### src/rtl/display_scan_scheduler.sv
// Round-robin anode scheduler for multiplexed seven-segment digits sharing one segment bus.
// Each enabled digit is driven for DWELL_CYCLES, separated by BLANK_CYCLES with every anode off.
module display_scan_scheduler #(
  parameter int unsigned NUM_DIGITS   = 2,
  parameter int unsigned DWELL_CYCLES = 2400,
  parameter int unsigned BLANK_CYCLES = 16
) (
  input  logic                          clk,
  input  logic                          reset,
  input  logic [NUM_DIGITS-1:0]         en_mask,
  output logic [NUM_DIGITS-1:0]         anode_n,
  output logic [$clog2(NUM_DIGITS)-1:0] digit_idx,
  output logic                          load,
  output logic                          scanning
);

  localparam int unsigned IW      = $clog2(NUM_DIGITS);
  localparam int unsigned CNT_MAX = (DWELL_CYCLES > BLANK_CYCLES) ? DWELL_CYCLES : BLANK_CYCLES;
  localparam int unsigned CW      = $clog2(CNT_MAX + 1);

  localparam logic [CW-1:0] BLANK_LAST = CW'(BLANK_CYCLES - 1);
  localparam logic [CW-1:0] DWELL_LAST = CW'(DWELL_CYCLES - 1);
  localparam logic [IW-1:0] LAST_DIGIT = IW'(NUM_DIGITS - 1);

  typedef enum logic [1:0] {
    S_BLANK,
    S_ON,
    S_IDLE
  } state_e;

  state_e                state_q;
  logic [CW-1:0]         cnt_q;
  logic [IW-1:0]         nxt_q;
  logic [IW-1:0]         idx_q;
  logic [NUM_DIGITS-1:0] anode_n_q;
  logic                  load_q;
  logic                  scanning_q;

  logic                  found;
  logic [IW-1:0]         pick;

  function automatic logic [NUM_DIGITS-1:0] onehot_n(input logic [IW-1:0] k);
    return ~(NUM_DIGITS'(1) << k);
  endfunction

  // Cyclic search of en_mask starting at nxt_q; the first enabled digit wins.
  always_comb begin
    int unsigned j;
    found = 1'b0;
    pick  = '0;
    j     = 0;
    for (int unsigned i = 0; i < NUM_DIGITS; i++) begin
      j = 32'(nxt_q) + i;
      if (j >= NUM_DIGITS) j = j - NUM_DIGITS;
      if (!found && en_mask[IW'(j)]) begin
        found = 1'b1;
        pick  = IW'(j);
      end
    end
  end

  always_ff @(posedge clk or negedge reset) begin
    if (!reset) begin
      state_q    <= S_BLANK;
      cnt_q      <= '0;
      nxt_q      <= '0;
      idx_q      <= '0;
      anode_n_q  <= '1;
      load_q     <= 1'b0;
      scanning_q <= 1'b1;
    end else begin
      load_q <= 1'b0;
      unique case (state_q)
        S_BLANK: begin
          if (cnt_q == BLANK_LAST) begin
            cnt_q <= '0;
            if (found) begin
              state_q   <= S_ON;
              idx_q     <= pick;
              nxt_q     <= (pick == LAST_DIGIT) ? '0 : IW'(pick + 1'b1);
              anode_n_q <= onehot_n(pick);
              load_q    <= 1'b1;
            end else begin
              state_q    <= S_IDLE;
              scanning_q <= 1'b0;
            end
          end else begin
            cnt_q <= cnt_q + 1'b1;
          end
        end
        S_ON: begin
          // A disabled digit and the natural dwell end both fall back to BLANK.
          if (!en_mask[idx_q] || (cnt_q == DWELL_LAST)) begin
            state_q   <= S_BLANK;
            cnt_q     <= '0;
            anode_n_q <= '1;
          end else begin
            cnt_q <= cnt_q + 1'b1;
          end
        end
        S_IDLE: begin
          if (|en_mask) begin
            state_q    <= S_BLANK;
            cnt_q      <= '0;
            scanning_q <= 1'b1;
          end
        end
        default: begin
          state_q    <= S_BLANK;
          cnt_q      <= '0;
          anode_n_q  <= '1;
          scanning_q <= 1'b1;
        end
      endcase
    end
  end

  assign anode_n   = anode_n_q;
  assign digit_idx = idx_q;
  assign load      = load_q;
  assign scanning  = scanning_q;

endmodule

### config.mk
export PLATFORM = sky130hd
export DESIGN_NAME = display_scan_scheduler
export DESIGN_NICKNAME = d
export VERILOG_FILES = /design/src/rtl/display_scan_scheduler.sv
export SDC_FILE = /design/constraint.sdc
export NUM_CORES = 1
export LEC_CHECK = 0
export CAP_MARGIN = 20
export CORE_MARGIN = 4
export CORE_UTILIZATION = 46
export DETAILED_ROUTE_END_ITERATION = 8
export MAX_ROUTING_LAYER = met4
export PLACE_DENSITY_LB_ADDON = 0.3
export SLEW_MARGIN = 10
export SYNTH_ARGS = -nofsm -noshare
export SYNTH_HDL_FRONTEND = slang
export SYNTH_SLANG_ARGS = --single-unit
export TNS_END_PERCENT = 100
### constraint.sdc
create_clock -name clk -period 4.7 [get_ports clk]
set_clock_uncertainty 0.15 [all_clocks]
set_input_delay 1.175 -clock clk [delete_from_list [all_inputs] [get_ports clk]]
set_output_delay 1.175 -clock clk [all_outputs]
set_load 0.05 [all_outputs]
# Word level (Yosys, flattened, before mapping)

Cells that the tools add are included.

Output and inout port bits: 5
Register bits: 20
Input bits: 4
Word-level logic and storage cells: 73

Shift-type cells: 1
Magnitude comparators: 5
$add $sub $neg: 5
Bitwise operators: 3
Eq/ne operators: 9
Multiplexer cells: 33
Reductions and logical operators: 10

Operators by type and width:

| operator                                                                      | number |
|---|---|
| 12-bit 2-to-1 mux                                                             | 3 |
| 12-bit case mux with 3 select lines                                           | 1 |
| 1-bit 2-to-1 mux                                                              | 19 |
| 2-bit 2-to-1 mux                                                              | 7 |
| 12-bit by 1-bit adder with 12-bit output (second input constant)              | 1 |
| 12-bit equality test (second input constant)                                  | 1 |
| 12-bit by 4-bit equality test with 1-bit output (second input constant)       | 1 |
| 2-bit case mux with 3 select lines                                            | 2 |
| 2-bit inequality test (second input constant)                                 | 5 |
| 4-bit AND reduction                                                           | 2 |
| 1-bit by 2-bit less-than comparator with 1-bit output (second input constant) | 3 |
| 3-bit AND reduction                                                           | 2 |
| 1-bit case mux with 3 select lines                                            | 1 |
| 1-bit by 1-bit adder with 2-bit output (second input constant)                | 1 |
| 2-bit by 1-bit equality test with 1-bit output (second input constant)        | 1 |
| 2-bit equality test (second input constant)                                   | 1 |
| 1-bit by 2-bit >= comparator with 1-bit output (second input constant)        | 1 |
| 2-bit >= comparator (second input constant)                                   | 1 |
| 1-bit logical NOT                                                             | 2 |
| 2-bit logical NOT                                                             | 1 |
| 1-bit NOT                                                                     | 2 |
| 2-bit NOT                                                                     | 1 |
| 2-bit OR reduction                                                            | 1 |
| 1-bit by 1-bit << shifter with 2-bit output (first input constant)            | 1 |
| other kinds (4)                                                               | 5 |

# Logic depth before layout (Yosys ltp)

Depth after elaboration: 13
Depth in mapped cells: 6
Depth with buffers taken out: 5

# Least setup slack after synthesis

OpenSTA, ideal clock, no wires.

Path type: input-to-reg
Start point: input en_mask[1]
End point: register anode_n_q[0] (netlist: anode_n[0])
Buffers on the path: 1
Stages on the path: 5
Arrival time: 2.321 ns
Path slack: 2.146 ns
Setup time: 0.083 ns
Required time: 4.467 ns
Cells stage by stage: mux2i_1 > and4b_1 > or3_1 > buf_2 > o32a_1

Cells in the longest elaborated chain, start to end: 11
Elaborated cells between the ends (all ways): 22
Classes of those cells: eq/ne: 2; shift: 1; mux: 13; bitwise: 1; reduce/logical: 5

RTL lines:

| element                                             | RTL line | source |
|---|---|---|
| from (decl)                                         | 10       | `input logic [NUM_DIGITS-1:0] en_mask,` |
| 1-bit 2-to-1 mux (not written as such) (2 in a row) | 55       | `if (!found && en_mask[IW'(j)]) begin` |
| 1-bit 2-to-1 mux                                    | 55       |  |
| 1-bit logical NOT                                   | 55       |  |
| 1-bit logical AND                                   | 55       |  |
| 1-bit 2-to-1 mux                                    | 55       |  |
| 1-bit by 1-bit << shifter with 2-bit output         | 43       | `return ~(NUM_DIGITS'(1) << k);` |
| 2-bit NOT                                           | 43       |  |
| 2-bit 2-to-1 mux                                    | 77       | `if (found) begin` |
| 2-bit 2-to-1 mux                                    | 75       | `if (cnt_q == BLANK_LAST) begin` |
| 2-bit case mux with 3 select lines                  | 73       | `unique case (state_q)` |
| to (signal assigned)                                | 81       | `anode_n_q <= onehot_n(pick);` |
| to (decl)                                           | 35       | `logic [NUM_DIGITS-1:0] anode_n_q;` |

Several ways; a longest one is shown, not always the timed one. The select of a mux whose other input is x is not followed.
A chain may end at the register's enable or synchronous reset.

# Worst setup path in the final report

Ends and elaborated chain as after synthesis.

==> summary.md <==
| Metric | Value |
|---|---|
| Total number of yosys warnings | `0` |
| Buffers inserted during post-CTS setup optimization | `0` |
| P&R area growth vs syn | `10.4%` |
| Chip height | `approximately 58 um` |
| Number of instances resized during post-cts repair | `0` |
| Commonest register cell after synthesis | `sky130_fd_sc_hd__dfrtp_1` |
| Wire length of the first global-routing pass | `approximately 4200 um` |
| Share of the yosys chip area belonging to registers | `0.446` |
| Worst Hold Depth | `2` |
| Most common library cell in the layout ignoring fill and taps | `sky130_fd_sc_hd__dfrtp_1` |
| Worst Setup Start Kind | `primary input` |
| Total core area | `0.00228 mm^2` |
| Count of H-tree levels built during CTS | `1` |
| Normalized max-slew margin | `0.425` |
| Largest vdd supply drop | `about 400 uV` |
| Synth Area in XOR/XNOR | `0.0155` |
| Number of global-route vias before repair | `897` |
| Critical Path Source | `en_mask[1]` |
| Final nets | `124` |
| Number of hold-slack violations in the final timing report | `0` |
| HPWL after detailed placement | `around 1700 um` |
| Die width | `57.6 um` |
| Power density cells | `about 480 mW/mm^2` |
| Total negative slack for setup checks | `0 ns` |
| CTS root buf | `sky130_fd_sc_hd__clkbuf_4` |
| Startpoint of the tightest hold check path | `scanning` |
| Final core occ | `0.548` |
| CP max FO | `11` |
| Number of buffers between clock root and the deepest sink | `2` |
| Comb power frac | `0.419` |
| Area of the mapped netlist | `roughly 0.0011 mm^2` |
| Initial DRC count | `24` |
| Fraction of final layout cells sized beyond drive strength 1 | `0.127` |
| Placement Rows | `17` |
| Final count of pins violating max slew | `0` |
| Pre-Repair DR Iteration Count | `4` |
| Portion of total power attributed to sequential cells | `0.443` |
| Sink Count | `20` |
| Most frequent cells in the layout | `sky130_fd_sc_hd__dfrtp_1, sky130_fd_sc_hd__o31ai_1, sky130_fd_sc_hd__nand2_1, sky130_fd_sc_hd__clkdlybuf4s50_1` |
| Delay of the slowest cell on the worst path | `around 0.48 ns` |
| Slowest cell on the critical path | `sky130_fd_sc_hd__or3_1` |
| Remaining Overflow, GRT | `0` |
| Number of clock buffers inserted by TritonCTS | `3` |
| Total wire length | `2370 um` |
| Unrepaired setup endpoints after global routing | `false` |
| Antenna diode instance count | `0` |
| Net count of the mapped netlist | `~120` |
| Total number of vias | `roughly 940` |
| Complex-gate fraction of the synthesized area | `0.218` |
| Via-per-instance ratio | `6.40` |
| Required @ worst endpoint | `about 4.8 ns` |
| Number of distinct library cells after synthesis | `37` |
| Filler cell count in the final layout | `187` |
| Post-synthesis register bit count | `20` |
| Worst Reg2Reg Path Length in Cells | `6` |
| Port buffer count | `8` |
| Min cycle time layout | `around 3.0 ns` |
| GR Util All Layers | `0.168` |
| Chain of cells forming the critical path | `clkdlybuf4s50_1 > mux2i_1 > and4b_1 > or3_1 > o32a_1` |
| Starting density of the core | `0.496` |
| Post-Synthesis Mean Instance Area | `roughly 10 um^2` |
| Post-layout total power | `roughly 600 uW` |
| Fraction of synthesized area in multiplexers | `0.0377` |
| Final count of negative-setup-slack endpoints | `0` |
| Source-to-sink clock delay at the later pin of the worst-skew pair | `roughly 0.30 ns` |
| Switching Fraction | `0.410` |
| Crit end category | `flop` |
| Combinational family with the most area after synthesis | `simple AND/OR/NAND/NOR gates` |
| Pint | `approximately 350 uW` |
| Detail-routed net length per standard cell | `16.2 um` |
| Switch Pwr | `around 250 uW` |
| Critical path type | `primary input to flop` |
| Synthesized-area fraction occupied by and/or/nand/nor cells | `0.234` |
| Async S/R FF share, synth | `1.00` |
| Start of the worst register-to-register path | `cnt_q[1]` |
| Final critical-path share of the clock period | `0.638` |
| TritonCTS clock tree | `built` |
| Adder-cell share of the synthesized area | `0.0111` |
| Die area | `between 0.003 and 0.004 mm^2` |
| Clock transition at the register clock pins on the worst setup and hold paths after CTS | `0.11 ns` |
| Data arrival, critical path | `between 3 and 4 ns` |
| Max-cap violations | `0` |
| Run status | `finished clean` |
| Total of hold buffers inserted after clock tree synthesis | `0` |
| Number of antenna-violating nets in the routed design | `0` |
| Routability Congestion | `approximately 0.89` |
| Initial antenna violation count | `0` |
| Synthesized instance count | `112` |
| Number of top-level pins | `9` |
| Residual DRC count | `0` |
| Static leakage | `between 0.4 and 0.5 nW` |
| Highest achievable clock rate | `~0.33 GHz` |
| Fraction of power consumed by the clock network | `0.139` |
| Number of synthesized flops with an enable pin | `0` |
| Largest net degree at the start of global routing | `21` |
| Worst Tran Pin Value | `~0.86 ns` |
| Path class of the lowest-slack min-delay path | `flop to flop` |
[state kept, by name, indices dropped and copies added (netlist names)]
register   cells
cnt_q         12
anode_n        2
state_q        2
digit_idx      1
load           1
nxt_q          1
scanning       1
[synthesized netlist by cell type, types with 2 or more instances]
master | n | area share
sky130_fd_sc_hd__mux2i_1 | 2 | 0.018
sky130_fd_sc_hd__a21boi_0 | 2 | 0.013
sky130_fd_sc_hd__inv_1 | 3 | 0.010
sky130_fd_sc_hd__nand3_1 | 4 | 0.018
sky130_fd_sc_hd__o21ai_0 | 6 | 0.027
sky130_fd_sc_hd__nor4_1 | 5 | 0.028
sky130_fd_sc_hd__nand4_1 | 2 | 0.011
sky130_fd_sc_hd__mux2_2 | 2 | 0.020
sky130_fd_sc_hd__o31ai_1 | 9 | 0.060
sky130_fd_sc_hd__buf_2 | 3 | 0.013
sky130_fd_sc_hd__o22ai_1 | 2 | 0.011
sky130_fd_sc_hd__nor4_4 | 3 | 0.056
sky130_fd_sc_hd__a22o_1 | 3 | 0.023
sky130_fd_sc_hd__o21ai_1 | 6 | 0.027
sky130_fd_sc_hd__nor2_1 | 6 | 0.020
sky130_fd_sc_hd__o41ai_1 | 2 | 0.016
sky130_fd_sc_hd__nor3_1 | 3 | 0.013
sky130_fd_sc_hd__clkbuf_1 | 3 | 0.010
sky130_fd_sc_hd__dfrtp_1 | 17 | 0.38
sky130_fd_sc_hd__nand2_1 | 8 | 0.027
sky130_fd_sc_hd__or3_1 | 2 | 0.011
sky130_fd_sc_hd__xor2_1 | 2 | 0.016
sky130_fd_sc_hd__dfstp_2 | 3 | 0.070
[cells by family (layout without fill, tap and decap cells)]
family          Yosys count  in the layout
xor+xnor                  2              2
mux                       4              4
flops                    20             20
buf+inv                  10             16
simple gates             39             39
fa+ha+maj                 1              1
compound gates           36             36
[path summary, 6_finish.rpt]
kind                                    to  slack [ns]
worst max-delay path            anode_n[0]        1.70
worst min-delay path              scanning        0.35
worst max register to register  anode_n[0]        2.40
worst min register to register    scanning        0.35
max in group asynchronous         cnt_q[1]        2.66
min in group asynchronous         cnt_q[9]        1.20
[critical path: cells and delay by family]
family	cells	cell delay (ns)
simple gates	2	0.84
mux	1	0.24
buf+inv	1	0.43
compound gates	1	0.37
[area by class of cell]
| class | count | area, um^2 | area share |
|---|---|---|---|
| Inverter | 3 | 11.3 | 0.00903 |
| Sequential cell | 20 | 504 | 0.404 |
| Tap cell | 28 | 35.0 | 0.0281 |
| Clock buffer | 4 | 26.3 | 0.0211 |
| Multi-Input combinational cell | 82 | 583 | 0.467 |
| Timing Repair Buffer | 9 | 87.6 | 0.0702 |
[through the flow]
step                cell area (um^2)  worst slack, ns  cells  hold slack, ns
CTS                             1250             1.70    146           0.353
global placement                1220             1.48    142           0.334
global route                    1250             1.57    146           0.369
floorplan                       1130             2.15    112           0.334
finish                          1250             1.70    146           0.348
detailed placement              1220             1.40    142           0.339
[layer usage]
layer	part of all wire	GRT usage	wire length [um]	vias to the layer above
li1	-	-	-	443
met1	0.45	0.220	1080	454
met2	0.46	0.245	1100	34
met3	0.066	0.0520	157	4
met4	0.016	0.0530	37	0
met5	0	-	0	-
[power groups by stage]
stage               logic [mW]  clock network [mW]  registers [mW]
global route             0.274              0.0954           0.274
CTS                      0.253              0.0860           0.264
finish                   0.251              0.0830           0.265
global placement         0.245                   0           0.266
detailed placement       0.252                   0           0.268
floorplan                0.142                   0           0.307
Note: power is estimated with default switching activity, not from simulation.
